<file path="src/rtl/ts_multi_ctrl_if.sv">
// rtl/ts_multi_ctrl_if.sv - handshake bundle between the TS sequencer and the analog TS macro
interface ts_multi_ctrl_if #(
  parameter int NCH = 4,
  parameter int DW  = 8
);
  localparam int CW = $clog2(NCH);

  logic          D2A_TS_EN;
  logic          D2A_TS_START_EN;
  logic [CW-1:0] D2A_TS_CH_SEL;
  logic          A2D_TS_DETOK;
  logic [DW-1:0] A2D_TS_DOUT;

  modport master (
    output D2A_TS_EN,
    output D2A_TS_START_EN,
    output D2A_TS_CH_SEL,
    input  A2D_TS_DETOK,
    input  A2D_TS_DOUT
  );

  modport slave (
    input  D2A_TS_EN,
    input  D2A_TS_START_EN,
    input  D2A_TS_CH_SEL,
    output A2D_TS_DETOK,
    output A2D_TS_DOUT
  );
endinterface

</file>
<file path="src/rtl/ts_multi_ctrl.sv">
// rtl/ts_multi_ctrl.sv - multi-channel TS sequencer with averaging, trim and timeout; TS_ALARM_EN adds alarm flags
module ts_multi_ctrl #(
  parameter int NCH         = 4,
  parameter int DW          = 8,
  parameter int AVG_LOG2    = 2,
  parameter int SETTLE_CYC  = 16,
  parameter int TIMEOUT_CYC = 1024
) (
  input  logic              clk,
  input  logic              RST,
  input  logic              FLOCK,
  input  logic              reg_ts_en,
  input  logic [NCH-1:0]    reg_ch_mask,
  input  logic [3:0]        reg_offset,
  input  logic [DW-1:0]     reg_alarm_hi,
  input  logic [DW-1:0]     reg_alarm_hyst,
  ts_multi_ctrl_if.master   ts,
  output logic [NCH*DW-1:0] ts_out,
  output logic [NCH-1:0]    ts_valid,
  output logic [NCH-1:0]    ts_upd,
  output logic [NCH-1:0]    ts_timeout,
  output logic [NCH-1:0]    ts_alarm
);

  localparam int CW   = $clog2(NCH);
  localparam int AW   = DW + AVG_LOG2;
  localparam int NS   = 1 << AVG_LOG2;
  localparam int SW   = AVG_LOG2 + 1;
  localparam int TMAX = (SETTLE_CYC > TIMEOUT_CYC) ? SETTLE_CYC : TIMEOUT_CYC;
  localparam int TW   = $clog2(TMAX + 1);

  localparam logic [TW-1:0] SETTLE_LAST = TW'(SETTLE_CYC - 1);
  localparam logic [TW-1:0] TMO_LAST    = TW'(TIMEOUT_CYC - 1);
  localparam logic [SW-1:0] NS_W        = SW'(NS);
  localparam logic [CW-1:0] CH_LAST     = CW'(NCH - 1);

  typedef enum logic [2:0] {
    S_IDLE,
    S_PWRUP,
    S_SELECT,
    S_CONV,
    S_GAP,
    S_WRITE
  } state_t;

  state_t state_q, state_d;

  logic [1:0]        sync_q;
  logic              detok_s;
  logic [TW-1:0]     cyc_q;
  logic [CW-1:0]     ch_q;
  logic [AW-1:0]     acc_q;
  logic [SW-1:0]     smp_q;
  logic              armed_q;
  logic              start_q;

  logic [NCH*DW-1:0] ts_out_q;
  logic [NCH-1:0]    ts_valid_q;
  logic [NCH-1:0]    ts_upd_q;
  logic [NCH-1:0]    ts_timeout_q;

  logic              run_ok;
  logic              first_sel;
  logic              capture;
  logic              tmo_hit;
  logic              do_write;
  logic              nxt_found;
  logic [CW-1:0]     nxt_ch;
  logic [CW-1:0]     scan_idx;
  logic [DW-1:0]     avg;
  logic signed [DW+1:0] trim_sum;
  logic [DW-1:0]     res;

  assign run_ok    = reg_ts_en && FLOCK;
  assign detok_s   = sync_q[1];
  assign first_sel = (state_q == S_SELECT) && (cyc_q == '0);
  assign capture   = (state_q == S_CONV) && armed_q && detok_s;
  assign tmo_hit   = (state_q == S_CONV) && !capture && (cyc_q == TMO_LAST);
  assign do_write  = (state_q == S_WRITE) && run_ok;

  // Two-flop synchronizer for the asynchronous conversion-done strobe
  always_ff @(posedge clk) begin
    if (RST) sync_q <= '0;
    else     sync_q <= {sync_q[0], ts.A2D_TS_DETOK};
  end

  // Round-robin search: first enabled channel strictly after the last one, wrapping
  always_comb begin
    nxt_found = 1'b0;
    nxt_ch    = '0;
    scan_idx  = '0;
    for (int i = 1; i <= NCH; i++) begin
      scan_idx = CW'((int'(ch_q) + i) % NCH);
      if (!nxt_found && reg_ch_mask[scan_idx]) begin
        nxt_found = 1'b1;
        nxt_ch    = scan_idx;
      end
    end
  end

  // State register
  always_ff @(posedge clk) begin
    if (RST) state_q <= S_IDLE;
    else     state_q <= state_d;
  end

  // Next-state logic; losing enable or PLL lock aborts from any state
  always_comb begin
    state_d = state_q;
    if (!run_ok) begin
      state_d = S_IDLE;
    end else begin
      case (state_q)
        S_IDLE:   if (|reg_ch_mask) state_d = S_PWRUP;
        S_PWRUP:  if (cyc_q == SETTLE_LAST) state_d = S_SELECT;
        S_SELECT: begin
          if (first_sel && !nxt_found)     state_d = S_IDLE;
          else if (cyc_q == SETTLE_LAST)   state_d = S_CONV;
        end
        S_CONV: begin
          if (capture)      state_d = S_GAP;
          else if (tmo_hit) state_d = S_SELECT;
        end
        S_GAP:    state_d = (smp_q < NS_W) ? S_CONV : S_WRITE;
        S_WRITE:  state_d = S_SELECT;
        default:  state_d = S_IDLE;
      endcase
    end
  end

  // Analog-side outputs decoded from the current state
  always_comb begin
    ts.D2A_TS_EN       = (state_q != S_IDLE);
    ts.D2A_TS_START_EN = start_q;
    ts.D2A_TS_CH_SEL   = (state_q != S_IDLE) ? ch_q : '0;
  end

  // Sequencing datapath: cycle counter, channel pointer, accumulator, arm flag, start request
  always_ff @(posedge clk) begin
    if (RST) begin
      cyc_q   <= '0;
      ch_q    <= CH_LAST;
      acc_q   <= '0;
      smp_q   <= '0;
      armed_q <= 1'b0;
      start_q <= 1'b0;
    end else begin
      cyc_q   <= ((state_d != state_q) || (state_q == S_IDLE)) ? '0 : cyc_q + TW'(1);
      start_q <= (state_q == S_CONV) && (state_d == S_CONV);

      if (state_q == S_IDLE)             ch_q <= CH_LAST;
      else if (first_sel && nxt_found)   ch_q <= nxt_ch;

      if ((state_q == S_SELECT) || (state_d == S_IDLE)) begin
        acc_q <= '0;
        smp_q <= '0;
      end else if (capture) begin
        acc_q <= acc_q + AW'(ts.A2D_TS_DOUT);
        smp_q <= smp_q + SW'(1);
      end

      if ((state_d == S_CONV) && (state_q != S_CONV)) armed_q <= 1'b0;
      else if ((state_q == S_CONV) && !detok_s)       armed_q <= 1'b1;
    end
  end

  // Average, add signed trim, clamp to the unsigned DW range
  always_comb begin
    avg      = acc_q[AW-1:AVG_LOG2];
    trim_sum = $signed({2'b00, avg}) + $signed({{(DW-2){reg_offset[3]}}, reg_offset});
    res      = trim_sum[DW-1:0];
    if (trim_sum[DW+1])  res = '0;
    else if (trim_sum[DW]) res = '1;
  end

  // Per-channel result registers and status flags
  always_ff @(posedge clk) begin
    if (RST) begin
      ts_out_q     <= '0;
      ts_valid_q   <= '0;
      ts_upd_q     <= '0;
      ts_timeout_q <= '0;
    end else begin
      ts_upd_q <= '0;
      for (int c = 0; c < NCH; c++) begin
        if (ch_q == CW'(c)) begin
          if (do_write) begin
            ts_out_q[c*DW +: DW] <= res;
            ts_valid_q[c]        <= 1'b1;
            ts_upd_q[c]          <= 1'b1;
            ts_timeout_q[c]      <= 1'b0;
          end else if (tmo_hit && run_ok) begin
            ts_timeout_q[c]      <= 1'b1;
          end
        end
      end
    end
  end

  assign ts_out     = ts_out_q;
  assign ts_valid   = ts_valid_q;
  assign ts_upd     = ts_upd_q;
  assign ts_timeout = ts_timeout_q;

`ifdef TS_ALARM_EN
  logic [NCH-1:0] alarm_q;
  logic [DW-1:0]  alarm_lo;

  assign alarm_lo = (reg_alarm_hi > reg_alarm_hyst) ? (reg_alarm_hi - reg_alarm_hyst) : '0;

  // Hysteretic over-temperature flag, re-evaluated on every result write
  always_ff @(posedge clk) begin
    if (RST) begin
      alarm_q <= '0;
    end else if (do_write) begin
      for (int c = 0; c < NCH; c++) begin
        if (ch_q == CW'(c)) begin
          if (res >= reg_alarm_hi)  alarm_q[c] <= 1'b1;
          else if (res < alarm_lo)  alarm_q[c] <= 1'b0;
        end
      end
    end
  end

  assign ts_alarm = alarm_q;
`else
  logic unused_alarm_regs;
  assign unused_alarm_regs = ^{reg_alarm_hi, reg_alarm_hyst};
  assign ts_alarm = '0;
`endif

endmodule

</file>
<file path="src/flat_wrapper.sv">
// flat-port wrapper written by rule: the top's interface ports become plain ports
module ts_multi_ctrl_flat 
#(
  parameter int NCH         = 4,
  parameter int DW          = 8,
  parameter int AVG_LOG2    = 2,
  parameter int SETTLE_CYC  = 16,
  parameter int TIMEOUT_CYC = 1024
)
  (clk, RST, FLOCK, reg_ts_en, reg_ch_mask, reg_offset, reg_alarm_hi, reg_alarm_hyst, ts_out, ts_valid, ts_upd, ts_timeout, ts_alarm, ts_D2A_TS_EN, ts_D2A_TS_START_EN, ts_D2A_TS_CH_SEL, ts_A2D_TS_DETOK, ts_A2D_TS_DOUT);
  ts_multi_ctrl_if #(.NCH(NCH), .DW(DW)) ts_i ();
  input  logic clk;
  input  logic RST;
  input  logic FLOCK;
  input  logic reg_ts_en;
  input  logic [NCH-1:0] reg_ch_mask;
  input  logic [3:0] reg_offset;
  input  logic [DW-1:0] reg_alarm_hi;
  input  logic [DW-1:0] reg_alarm_hyst;
  output logic [NCH*DW-1:0] ts_out;
  output logic [NCH-1:0] ts_valid;
  output logic [NCH-1:0] ts_upd;
  output logic [NCH-1:0] ts_timeout;
  output logic [NCH-1:0] ts_alarm;
  output wire logic [$bits(ts_i.D2A_TS_EN)-1:0] ts_D2A_TS_EN;
  output wire logic [$bits(ts_i.D2A_TS_START_EN)-1:0] ts_D2A_TS_START_EN;
  output wire logic [$bits(ts_i.D2A_TS_CH_SEL)-1:0] ts_D2A_TS_CH_SEL;
  input wire logic [$bits(ts_i.A2D_TS_DETOK)-1:0] ts_A2D_TS_DETOK;
  input wire logic [$bits(ts_i.A2D_TS_DOUT)-1:0] ts_A2D_TS_DOUT;
  assign ts_D2A_TS_EN = ts_i.D2A_TS_EN;
  assign ts_D2A_TS_START_EN = ts_i.D2A_TS_START_EN;
  assign ts_D2A_TS_CH_SEL = ts_i.D2A_TS_CH_SEL;
  assign ts_i.A2D_TS_DETOK = ts_A2D_TS_DETOK;
  assign ts_i.A2D_TS_DOUT = ts_A2D_TS_DOUT;
  ts_multi_ctrl #(.NCH(NCH), .DW(DW), .AVG_LOG2(AVG_LOG2), .SETTLE_CYC(SETTLE_CYC), .TIMEOUT_CYC(TIMEOUT_CYC)) u_core (.clk(clk), .RST(RST), .FLOCK(FLOCK), .reg_ts_en(reg_ts_en), .reg_ch_mask(reg_ch_mask), .reg_offset(reg_offset), .reg_alarm_hi(reg_alarm_hi), .reg_alarm_hyst(reg_alarm_hyst), .ts(ts_i), .ts_out(ts_out), .ts_valid(ts_valid), .ts_upd(ts_upd), .ts_timeout(ts_timeout), .ts_alarm(ts_alarm));
endmodule
</file>
<file path="config.mk">
export PLATFORM = sky130hd
export DESIGN_NAME = ts_multi_ctrl_flat
export DESIGN_NICKNAME = d
export VERILOG_FILES = /design/src/rtl/ts_multi_ctrl_if.sv /design/src/rtl/ts_multi_ctrl.sv /design/src/flat_wrapper.sv
export SDC_FILE = /design/constraint.sdc
export NUM_CORES = 1
export LEC_CHECK = 0
export BUFFER_PORTS_ARGS = -buffer_cell sky130_fd_sc_hd__buf_4
export CELL_PAD_IN_SITES_DETAIL_PLACEMENT = 0
export CELL_PAD_IN_SITES_GLOBAL_PLACEMENT = 1
export CORE_AREA = 2 2 118 85
export DETAILED_ROUTE_END_ITERATION = 6
export DIE_AREA = 0 0 120 87
export PLACE_DENSITY = 0.81
export SKIP_LAST_GASP = 1
export SLEW_MARGIN = 20
export SYNTH_ARGS = -nofsm -noshare
export SYNTH_HDL_FRONTEND = slang
export SYNTH_SLANG_ARGS = --single-unit
export TNS_END_PERCENT = 20
</file>
<file path="constraint.sdc">
create_clock -name clk -period 4.76 [get_ports clk]
set_input_delay 0.476 -clock clk [delete_from_list [all_inputs] [get_ports clk]]
set_output_delay 0.476 -clock clk [all_outputs]
set_load 0.02 [all_outputs]
</file>
==> results_dict.tcl, run 1 <==
set metrics [dict create \
    synthTopCellsByCount "77 x dfxtp_1, 32 x a22o_1, 29 x a21oi_1" \
    final_max_slew_viol_count 0 \
    synth.area.top_cells "dfxtp_1 38%, ha_1 7.5%, a22o_1 7.0%, a21oi_1 3.6%, xnor2_1 3.1%" \
    multiInputGateArea_um2 2310 \
    grt_pass1_vias 2966 \
    grt_max_degree 20 \
    die_area_um2 10400 \
    critPathKind "register to register" \
    cts_resized 0 \
    cts_tree "built" \
    start_util 0.426 \
    cts_max_path_buffers 2 \
    dr.pass1.iters 4 \
    maxSlewHeadroom 0.449 \
    status "finished clean" \
    arrival_ps 3550 \
    setup_slack_ps 1400 \
    insertion_delay_ps 340 \
    setup_viol 0 \
    dieHeight_um 87 \
    cts_htree_levels 3 \
    clock_skew_ps 10.0 \
    crit_fanout 13 \
    wl_per_cell_um 14.6 \
    grt_overflow 0 \
    vias 3367 \
    ctsHoldBuffers 0 \
    preCtsSetupSlack_ps 1440 \
    yosysTopAreaCell "dfxtp_1" \
    rsz0062_at_grt "no" \
    synth-seq-area-share 0.384 \
    fin_crit_ps 3360 \
    clock.fmax_mhz 298 \
    ant_nets 0 \
    period_share 0.705 \
    drt_iter0_drc 202 \
    start_kind "register" \
    fin_tns_setup_ps 0 \
    ir_worst_vdd_v 0.000154 \
    synth_top_area_share 0.384 \
    syn_inst 430 \
    required_ps 4950 \
    cts_sinks 77 \
    yosys_warnings 0 \
    num_antenna_cells 0 \
    syn2layout_area_growth_pct 22.3 \
    fill_cells 881 \
    grt_pass1_wl_mm 14.7 \
    antenna_found_initial 0 \
    ys_seq_elements 77 \
    clkTransAtPathRegs_ps 70 \
    synth_edf_count 0 \
    layout.area.seq_um2 1540 \
    dp.final_hpwl_mm 6.82 \
    syn_area_um2 4020 \
    synth_most_common_cell "dfxtp_1" \
    viasPerCell 5.37 \
    cts-buffers-inserted 9 \
    hold_viol 0 \
    netlist-cell-type-count 62 \
    dieWidth_um 120 \
    nets 557 \
    drive_gt1_frac 0.210 \
    post-cts-setup-buffer-count 0 \
    grt_usage 0.178 \
    port_buffers 68 \
    synthFlopType "dfxtp_1" \
    place_congestion 0.832 \
    clockRootBuffer "clkbuf_16" \
    power_density_nw_per_um2 292 \
    design.core.area_um2 9420 \
    rows 30 \
    drv_cap 0 \
    pin_count 89 \
    async_flop_share 0 \
    hold_class "input pin to register" \
    drc 0 \
    critPathCaptureType "register" \
    worstMarginPinSlew_ps 825 \
    drt-total-wl_mm 9.17 \
    avgSynthCellArea_um2 9.34 \
    p_leak_nw 2.07 \
]
## cell families after synthesis
group / count (synthesis) / synth area share
DFF: 77 / 0.384
xor gates and xnor gates: 19 / 0.0414
muxes: 8 / 0.0252
other: 1 / 0.000934
buffers and inverters: 39 / 0.0433
AOI/OAI and AO/OA: 136 / 0.247
and+or+nand+nor: 124 / 0.174
adders and majority gates: 26 / 0.0848
## report_power, final
part           total [W]  switching, W  internal (W)
Sequential      0.000647    0.00000175      0.000645
Combinational  0.0000838     0.0000497     0.0000341
Clock           0.000705      0.000291      0.000414
## metal layers
| metal | track usage | vias up | routed length (um) |
|---|---|---|---|
| met2 | 0.260 | 87 | 3740 |
| li1 | - | 1706 | - |
| met3 | 0.0543 | 7 | 479 |
| met5 | 0 | - | 0 |
| met4 | 0.0545 | 0 | 86 |
| met1 | 0.251 | 1567 | 4870 |
## cells in the final DEF, fill, tap and decap left out, drive strengths merged, types with 5 or more instances in the layout
cell and n:
nor2b 12, buf 69, o21ai 18, mux2i 6, clkbuf 9, ha 24
a21oi 32, a21o 9, nor2 34, and2 7, xnor2 14, inv 24
o21a 7, a22o 32, nor3 6, dfxtp 77, a211oi 12, xor2 5
nor3b 5, nand3 8, nand2 19, and3 8
## cell type report
class	count	area share
inverters	20	0.0153
multi-input cells	317	0.471
clock inverters	7	0.0163
well taps	128	0.0326
repair buffers	69	0.105
flip-flops and latches	77	0.314
clock buffers	9	0.0459
## registers in the layout (all words and copies together), names as in the netlist
register	flops
u_core.acc_q	10
u_core.armed_q	1
u_core.ch_q	2
u_core.cyc_q	11
u_core.smp_q	3
u_core.state_q	3
u_core.sync_q	2
u_core.ts.D2A_TS_START_EN	1
u_core.ts_out	32
u_core.ts_timeout	4
u_core.ts_upd	4
u_core.ts_valid	4
## stage by stage
| step | power (W) | hold slack, ps | utilization | std cells | area, um2 |
|---|---|---|---|---|---|
| final | 0.00144 | 344 | 0.521 | 627 | 4910 |
| after global routing | 0.00149 | 363 | 0.521 | 627 | 4910 |
| after CTS | 0.00145 | 345 | 0.521 | 627 | 4910 |
| after detailed placement | 0.000745 | 444 | 0.489 | 611 | 4610 |
| after global placement | 0.000744 | 440 | 0.489 | 611 | 4610 |
| after floorplan | 0.000716 | 414 | - | 433 | 4030 |
## worst paths after layout
kind                                from                            to  slack (ps)  cells after the start
min                      ts_A2D_TS_DETOK   u_core.sync_q[0]$_SDFF_PP0_         340                      2
max reg2reg  u_core.ch_q[0]$_SDFFE_PP1P_  u_core.acc_q[1]$_SDFFE_PP0P_        1400                      9
max          u_core.ch_q[0]$_SDFFE_PP1P_  u_core.acc_q[1]$_SDFFE_PP0P_        1400                      9
min reg2reg  u_core.sync_q[0]$_SDFF_PP0_   u_core.sync_q[1]$_SDFF_PP0_         450                      1
## critical path: stages, from the launching register on
cell	delay, ps
dfxtp_1	640
inv_1	190
ha_1	470
mux2_4	330
or4_4	430
a211oi_4	320
nor2_2	100
o41ai_4	340
buf_4	290
a211oi_1	80
(Power assumes the default switching activity.)
==> inputs of run 2 (changes only) <==
Settings changed: ABC_AREA set to 1, CORE_AREA 2 2 118 85 to 2 2 133 96, DIE_AREA 0 0 120 87 to 0 0 135 98, PLACE_DENSITY 0.81 to 0.71.
Clock period 4.76 ns to 2.8 ns, I/O delays scaled along.
==> run 2 against run 1 <==
Against the previous run:
- core utilization fell by 10 points
- via count rose by 2.9%
- hold slack got worse by 190 ps
- routed wire length fell by 0.25%
- synthesized cell count rose by 26%
- clock skew fell by 0.70 ps
- worst setup slack got worse by 810 ps
- largest cell class unchanged
==> results_dict.tcl, run 2 <==
set metrics [dict create \
    status "finished clean" \
    synth-seq-area-share 0.377 \
    clock_skew_ps 9.30 \
    dr.pass1.iters 4 \
    synth_simple_gate_area_share 0.280 \
    synth.area.top_cells "dfxtp_1 38%, nand2_1 9.8%, ha_1 7.3%, nor2_1 5.9%, inv_1 4.7%" \
    final_common_cell "nand2_1" \
    grt_usage 0.146 \
    synth_xor_area_frac 0.0572 \
    syn_area_um2 4090 \
    ctsHoldBuffers 0 \
    yosysTopAreaCell "dfxtp_1" \
    dieHeight_um 98 \
    crit_fanout 8 \
    largest_reg_flops 32 \
    pin_count 89 \
    syn2layout_area_growth_pct 23.2 \
    cts_resized 0 \
    cts_sinks 77 \
    drt-total-wl_mm 9.15 \
    critPathKind "register to register" \
    synth_most_common_cell "nand2_1" \
    syn_inst 540 \
    clockRootBuffer "clkbuf_16" \
    num_antenna_cells 0 \
    start_util 0.339 \
    post-cts-setup-buffer-count 0 \
    arrival_ps 2430 \
    setup_viol 0 \
    nets 674 \
    power_density_nw_per_um2 484 \
    synth_edf_count 0 \
    cts_htree_levels 3 \
    viasPerCell 4.45 \
    period_share 0.786 \
    yosys_warnings 0 \
    synthFlopType "dfxtp_1" \
    place_congestion 0.860 \
    setup_slack_ps 599 \
    drc 0 \
    yosys-mux-area-fraction 0.00734 \
    avgSynthCellArea_um2 7.58 \
    clkTransAtPathRegs_ps 60 \
    p_leak_nw 2.27 \
    final_cell_mix "107 x nand2_1, 77 x dfxtp_1, 69 x buf_4" \
    cts-buffers-inserted 9 \
    drv_cap 0 \
    netlist-cell-type-count 42 \
    grt_overflow 0 \
    antenna_found_initial 0 \
    fill_cells 1277 \
    cts_max_path_buffers 2 \
    grt_max_degree 21 \
    hold_class "input pin to register" \
    instances_no_fill 778 \
    synthTopCellsByCount "107 x nand2_1, 77 x dfxtp_1, 64 x nor2_1" \
    ant_nets 0 \
    clock.fmax_mhz 454 \
    die_area_um2 13200 \
    async_flop_share 0 \
    required_ps 3030 \
    synth_compound_area_frac 0.111 \
    dp.final_hpwl_mm 7.29 \
    reg2reg_slack_ps 600 \
    synth_fa_ha_area_frac 0.0832 \
    start_kind "register" \
    critPathCaptureType "register" \
    fin_tns_setup_ps 0 \
    preCtsSetupSlack_ps 528 \
    final_max_slew_viol_count 0 \
    drt_iter0_drc 196 \
    port_buffers 68 \
    cts_tree "built" \
    insertion_delay_ps 340 \
    ir_worst_vdd_v 0.000312 \
    worstMarginPinSlew_ps 628 \
    rows 34 \
    ys_seq_elements 77 \
    vias 3464 \
    place_inst 762 \
    synth_top_area_share 0.377 \
    maxSlewHeadroom 0.580 \
    synth_top_family_by_area "simple AND/OR/NAND/NOR gates" \
    dieWidth_um 135 \
    design.core.area_um2 12100 \
    rsz0062_at_grt "no" \
    grt_pass1_wl_mm 15.4 \
    grt_pass1_vias 3189 \
    wl_per_cell_um 11.8 \
    final_util 0.417 \
    drive_gt1_frac 0.247 \
    hold_viol 0 \
    hold_slack_ps 155 \
    fin_crit_ps 2200 \
]
run 2: changes by cell type in the layout (fill, tap and decap cells not counted), moves of 8 or more:
cell	before	now
a21oi_1	29	18
nor2b_1	12	0
inv_1	20	51
inv_2	0	16
nand3_1	7	26
a22o_1	32	0
xor2_1	5	17
a211oi_1	10	0
a21o_1	9	0
xnor2_1	14	6
o21ai_1	5	20
nand2_1	19	107
nor2_1	26	64
nor2_2	8	26
run 2: cells by family after synthesis:
group | after synthesis
simple gates | 250
buf+inv | 81
compound gates | 77
fa+ha+maj | 26
flops | 77
mux | 3
xor+xnor | 25
other cells | 1
run 2: cell type report:
class                      count  area [um2]  area share
inverter                      69         259      0.0514
clock inverter                 7        78.8      0.0156
multi-input combinational    385        2220       0.440
clock buffer                   9         225      0.0447
sequential                    77        1540       0.306
timing repair buffer          69         518       0.103
tap                          162         203      0.0402
run 2: stage by stage:
| step | power (W) | area [um2] |
|---|---|---|
| after detailed placement | 0.00127 | 4740 |
| after CTS | 0.00247 | 5040 |
| after floorplan | 0.00122 | 4100 |
| after global routing | 0.00256 | 5040 |
| after global placement | 0.00127 | 4740 |
| final | 0.00244 | 5040 |
run 2: per-layer routing:
| layer | track usage | wire (um) |
|---|---|---|
| met1 | 0.220 | 5050 |
| met2 | 0.203 | 3490 |
| met3 | 0.0421 | 547 |
| met4 | 0.0337 | 59 |
| met5 | 0 | 0 |
run 2: worst paths after layout:
check,start,to,cells past startpoint
worst max-delay path,u_core.acc_q[2]$_SDFFE_PP0P_,u_core.ts_out[2]$_SDFFE_PP0P_,12
worst min-delay path,ts_A2D_TS_DETOK,u_core.sync_q[0]$_SDFF_PP0_,3
worst max register to register,u_core.acc_q[2]$_SDFFE_PP0P_,u_core.ts_out[2]$_SDFFE_PP0P_,12
worst min register to register,u_core.sync_q[0]$_SDFF_PP0_,u_core.sync_q[1]$_SDFF_PP0_,2
run 2: critical path, cell delays in order, from the launching register on:
cell and delay [ps]:
dfxtp_1 380, ha_1 190, inv_1 60, fa_1 390, inv_1 80, nand3_1 60
nand2_1 130, nand4_1 90, nand3_1 110, xnor2_2 190, o21ai_1 140, nand2_1 190
o21ai_1 80
run 2: where the power goes:
part / internal [W] / switching (W) / total [W]
Clock: 0.000703 / 0.000493 / 0.00120
Sequential: 0.00110 / 0.00000218 / 0.00110
Combinational: 0.0000502 / 0.0000938 / 0.000144
Total: 0.00185 / 0.000589 / 0.00244
==> inputs of run 3 (changes only) <==
Settings changed: ABC_AREA 1 to 0, CORE_AREA 2 2 133 96 to 2 2 128 93, DIE_AREA 0 0 135 98 to 0 0 130 95, PLACE_DENSITY 0.71 to 0.72.
Clock period 2.8 ns to 1.9 ns, I/O delays scaled along.
==> run 3 against run 2 <==
Against the previous run:
- the run now ends with negative setup slack left
- flip-flop and latch count did not move
- non-clock buffer count increased by 97
- first-iteration DRC count decreased by 5.6%
- die area decreased by 6.7%
- largest cell class unchanged
==> results_dict.tcl, run 3 (same netlist as run 1, synthesis figures left out) <==
set metrics [dict create \
    die_area_um2 12400 \
    grt_usage 0.167 \
    final_max_slew_viol_count 0 \
    dp.final_hpwl_mm 8.03 \
    power_density_nw_per_um2 629 \
    hold_path_depth 2 \
    hold_end "u_core.sync_q[0]$_SDFF_PP0_" \
    syn2layout_area_growth_pct 44.1 \
    crit_fanout 13 \
    grt_max_degree 16 \
    cpPeakStageDelay_ps 430 \
    setup_viol 58 \
    drive_gt1_frac 0.371 \
    vias 3696 \
    hold_class "input pin to register" \
    critPathCaptureType "register" \
    start_util 0.356 \
    clkTransAtPathRegs_ps 60 \
    cts_max_path_buffers 2 \
    clockRootBuffer "clkbuf_16" \
    start_kind "register" \
    grt_pass1_vias 3469 \
    path_delay_family "compound AO/OA/AOI/OAI gates" \
    grtUsageMet3 0.0363 \
    arrival_ps 2620 \
    cts_sinks 77 \
    clock_skew_ps 7.04 \
    grt_overflow 0 \
    viasPerCell 4.91 \
    worstHoldStart "ts_A2D_TS_DETOK" \
    timing.rr.start "u_core.ch_q[0]$_SDFFE_PP1P_" \
    p_leak_nw 2.57 \
    cts_htree_levels 3 \
    crit_slowest_cell "or4_4" \
    worstMarginPinSlew_ps 751 \
    period_share 1.27 \
    rsz0062_at_grt "yes" \
    ctsHoldBuffers 0 \
    rr_worst_depth 9 \
    cts-buffers-inserted 9 \
    critPathKind "register to register" \
    maxSlewHeadroom 0.499 \
    nets 654 \
    ir_worst_vdd_v 0.000504 \
    place_congestion 0.856 \
    setup_slack_ps -507 \
    drc 0 \
    cp_cell_sequence "inv_4 -> ha_4 -> mux2_4 -> or4_4 -> a211oi_4 -> nor2_2 -> o41ai_4 -> buf_12 -> a31oi_1" \
    required_ps 2120 \
    num_antenna_cells 0 \
    final_common_cell "buf_4" \
    dr.pass1.iters 4 \
    largest_reg_flops 32 \
    status "complete, but fails checks" \
    cts_tree "built" \
    fin_crit_ps 2410 \
    pin_count 89 \
    clock.fmax_mhz 415 \
    use_met2 0.267 \
    drt_iter0_drc 185 \
    drv_cap 0 \
    grt_busiest_layer "met2" \
    drt-total-wl_mm 10.0 \
    hold_slack_ps 83.8 \
    wl_per_cell_um 13.3 \
    rows 33 \
    met1_usage 0.231 \
    dieHeight_um 95 \
    insertion_delay_ps 330 \
    grt_pass1_wl_mm 16.5 \
    critPathBufInv 2 \
    antenna_found_initial 0 \
    dieWidth_um 130 \
    port_buffers 68 \
    preCtsSetupSlack_ps -508 \
    r2r-end "u_core.acc_q[8]$_SDFFE_PP0P_" \
    ant_nets 0 \
    reg2reg_slack_ps -510 \
    final_cell_mix "164 x buf_4, 74 x dfxtp_1, 32 x a22o_1" \
    hold_viol 0 \
    failed_checks "negative setup slack" \
    design.core.area_um2 11300 \
]
run 3: changes by cell type in the layout (fill, tap and decap cells not counted), moves of 11 or more:
cell     change
xor2_1      -12
inv_2       -13
nor2b_1     +11
nand2_1     -88
o21ai_1     -16
buf_4       +95
nor2_2      -18
nor2_1      -38
a22o_1      +32
inv_1       -35
nand3_1     -19
run 3: routing by layer:
| metal | part of all wire | wire length, um |
|---|---|---|
| met2 | 0.43 | 4290 |
| met1 | 0.52 | 5250 |
| met4 | 0.0081 | 81 |
| met3 | 0.042 | 419 |
| met5 | 0 | 0 |
run 3: layout make-up:
cell class / instances / area (um2)
fill: 1053 / 5490
multi-input combinational: 317 / 2390
sequential: 77 / 1550
timing repair buffer: 166 / 1270
clock buffer: 9 / 225
tap: 157 / 196
clock inverter: 7 / 81.3
inverter: 20 / 77.6
run 3: metrics by stage:
stage          cells  power [W]  setup TNS [ps]  cell area (um2)  utilization
2_1_floorplan    433    0.00179          -21920             4050            -
6_report         753    0.00364          -19130             5790        0.513
3_3_place_gp     734    0.00191          -19740             5390        0.478
4_1_cts          751    0.00367          -23890             5700        0.506
3_5_place_dp     734    0.00192          -22740             5390        0.478
5_1_grt          753    0.00378          -24520             5790        0.513
run 3: worst reg2reg max path, cell delays in order (launching register included):
cell	delay, ps
dfxtp_2	350
inv_4	40
ha_4	270
mux2_4	300
or4_4	430
a211oi_4	300
nor2_2	100
o41ai_4	260
buf_12	200
a31oi_1	50
run 3: timing repair:
item / CTS / global route
buffers inserted: 1 / 2
cloned: 0 / 0
pin swaps: 0 / 7
resized for setup: 0 / 19
setup endpoints to repair: 59 / 65
run 3: worst max path at each step:
stage                                   end                        start  depth (start not counted)
5_1_grt        u_core.acc_q[8]$_SDFFE_PP0P_  u_core.ch_q[0]$_SDFFE_PP1P_                          9
4_1_cts        u_core.acc_q[8]$_SDFFE_PP0P_  u_core.ch_q[1]$_SDFFE_PP1P_                          9
6_report       u_core.acc_q[8]$_SDFFE_PP0P_  u_core.ch_q[0]$_SDFFE_PP1P_                          9
3_5_place_dp   u_core.acc_q[8]$_SDFFE_PP0P_  u_core.ch_q[1]$_SDFFE_PP1P_                          9
2_1_floorplan  u_core.smp_q[0]$_SDFFE_PP0P_  u_core.ch_q[0]$_SDFFE_PP1P_                         10
3_3_place_gp   u_core.acc_q[1]$_SDFFE_PP0P_  u_core.ch_q[1]$_SDFFE_PP1P_                          9
run 3: power by group:
group | switching, W | leakage [nW] | internal, W
Combinational | 0.000142 | 1.80 | 0.000126
Clock | 0.000715 | 0.153 | 0.00104
Sequential | 0.00000193 | 0.620 | 0.00162
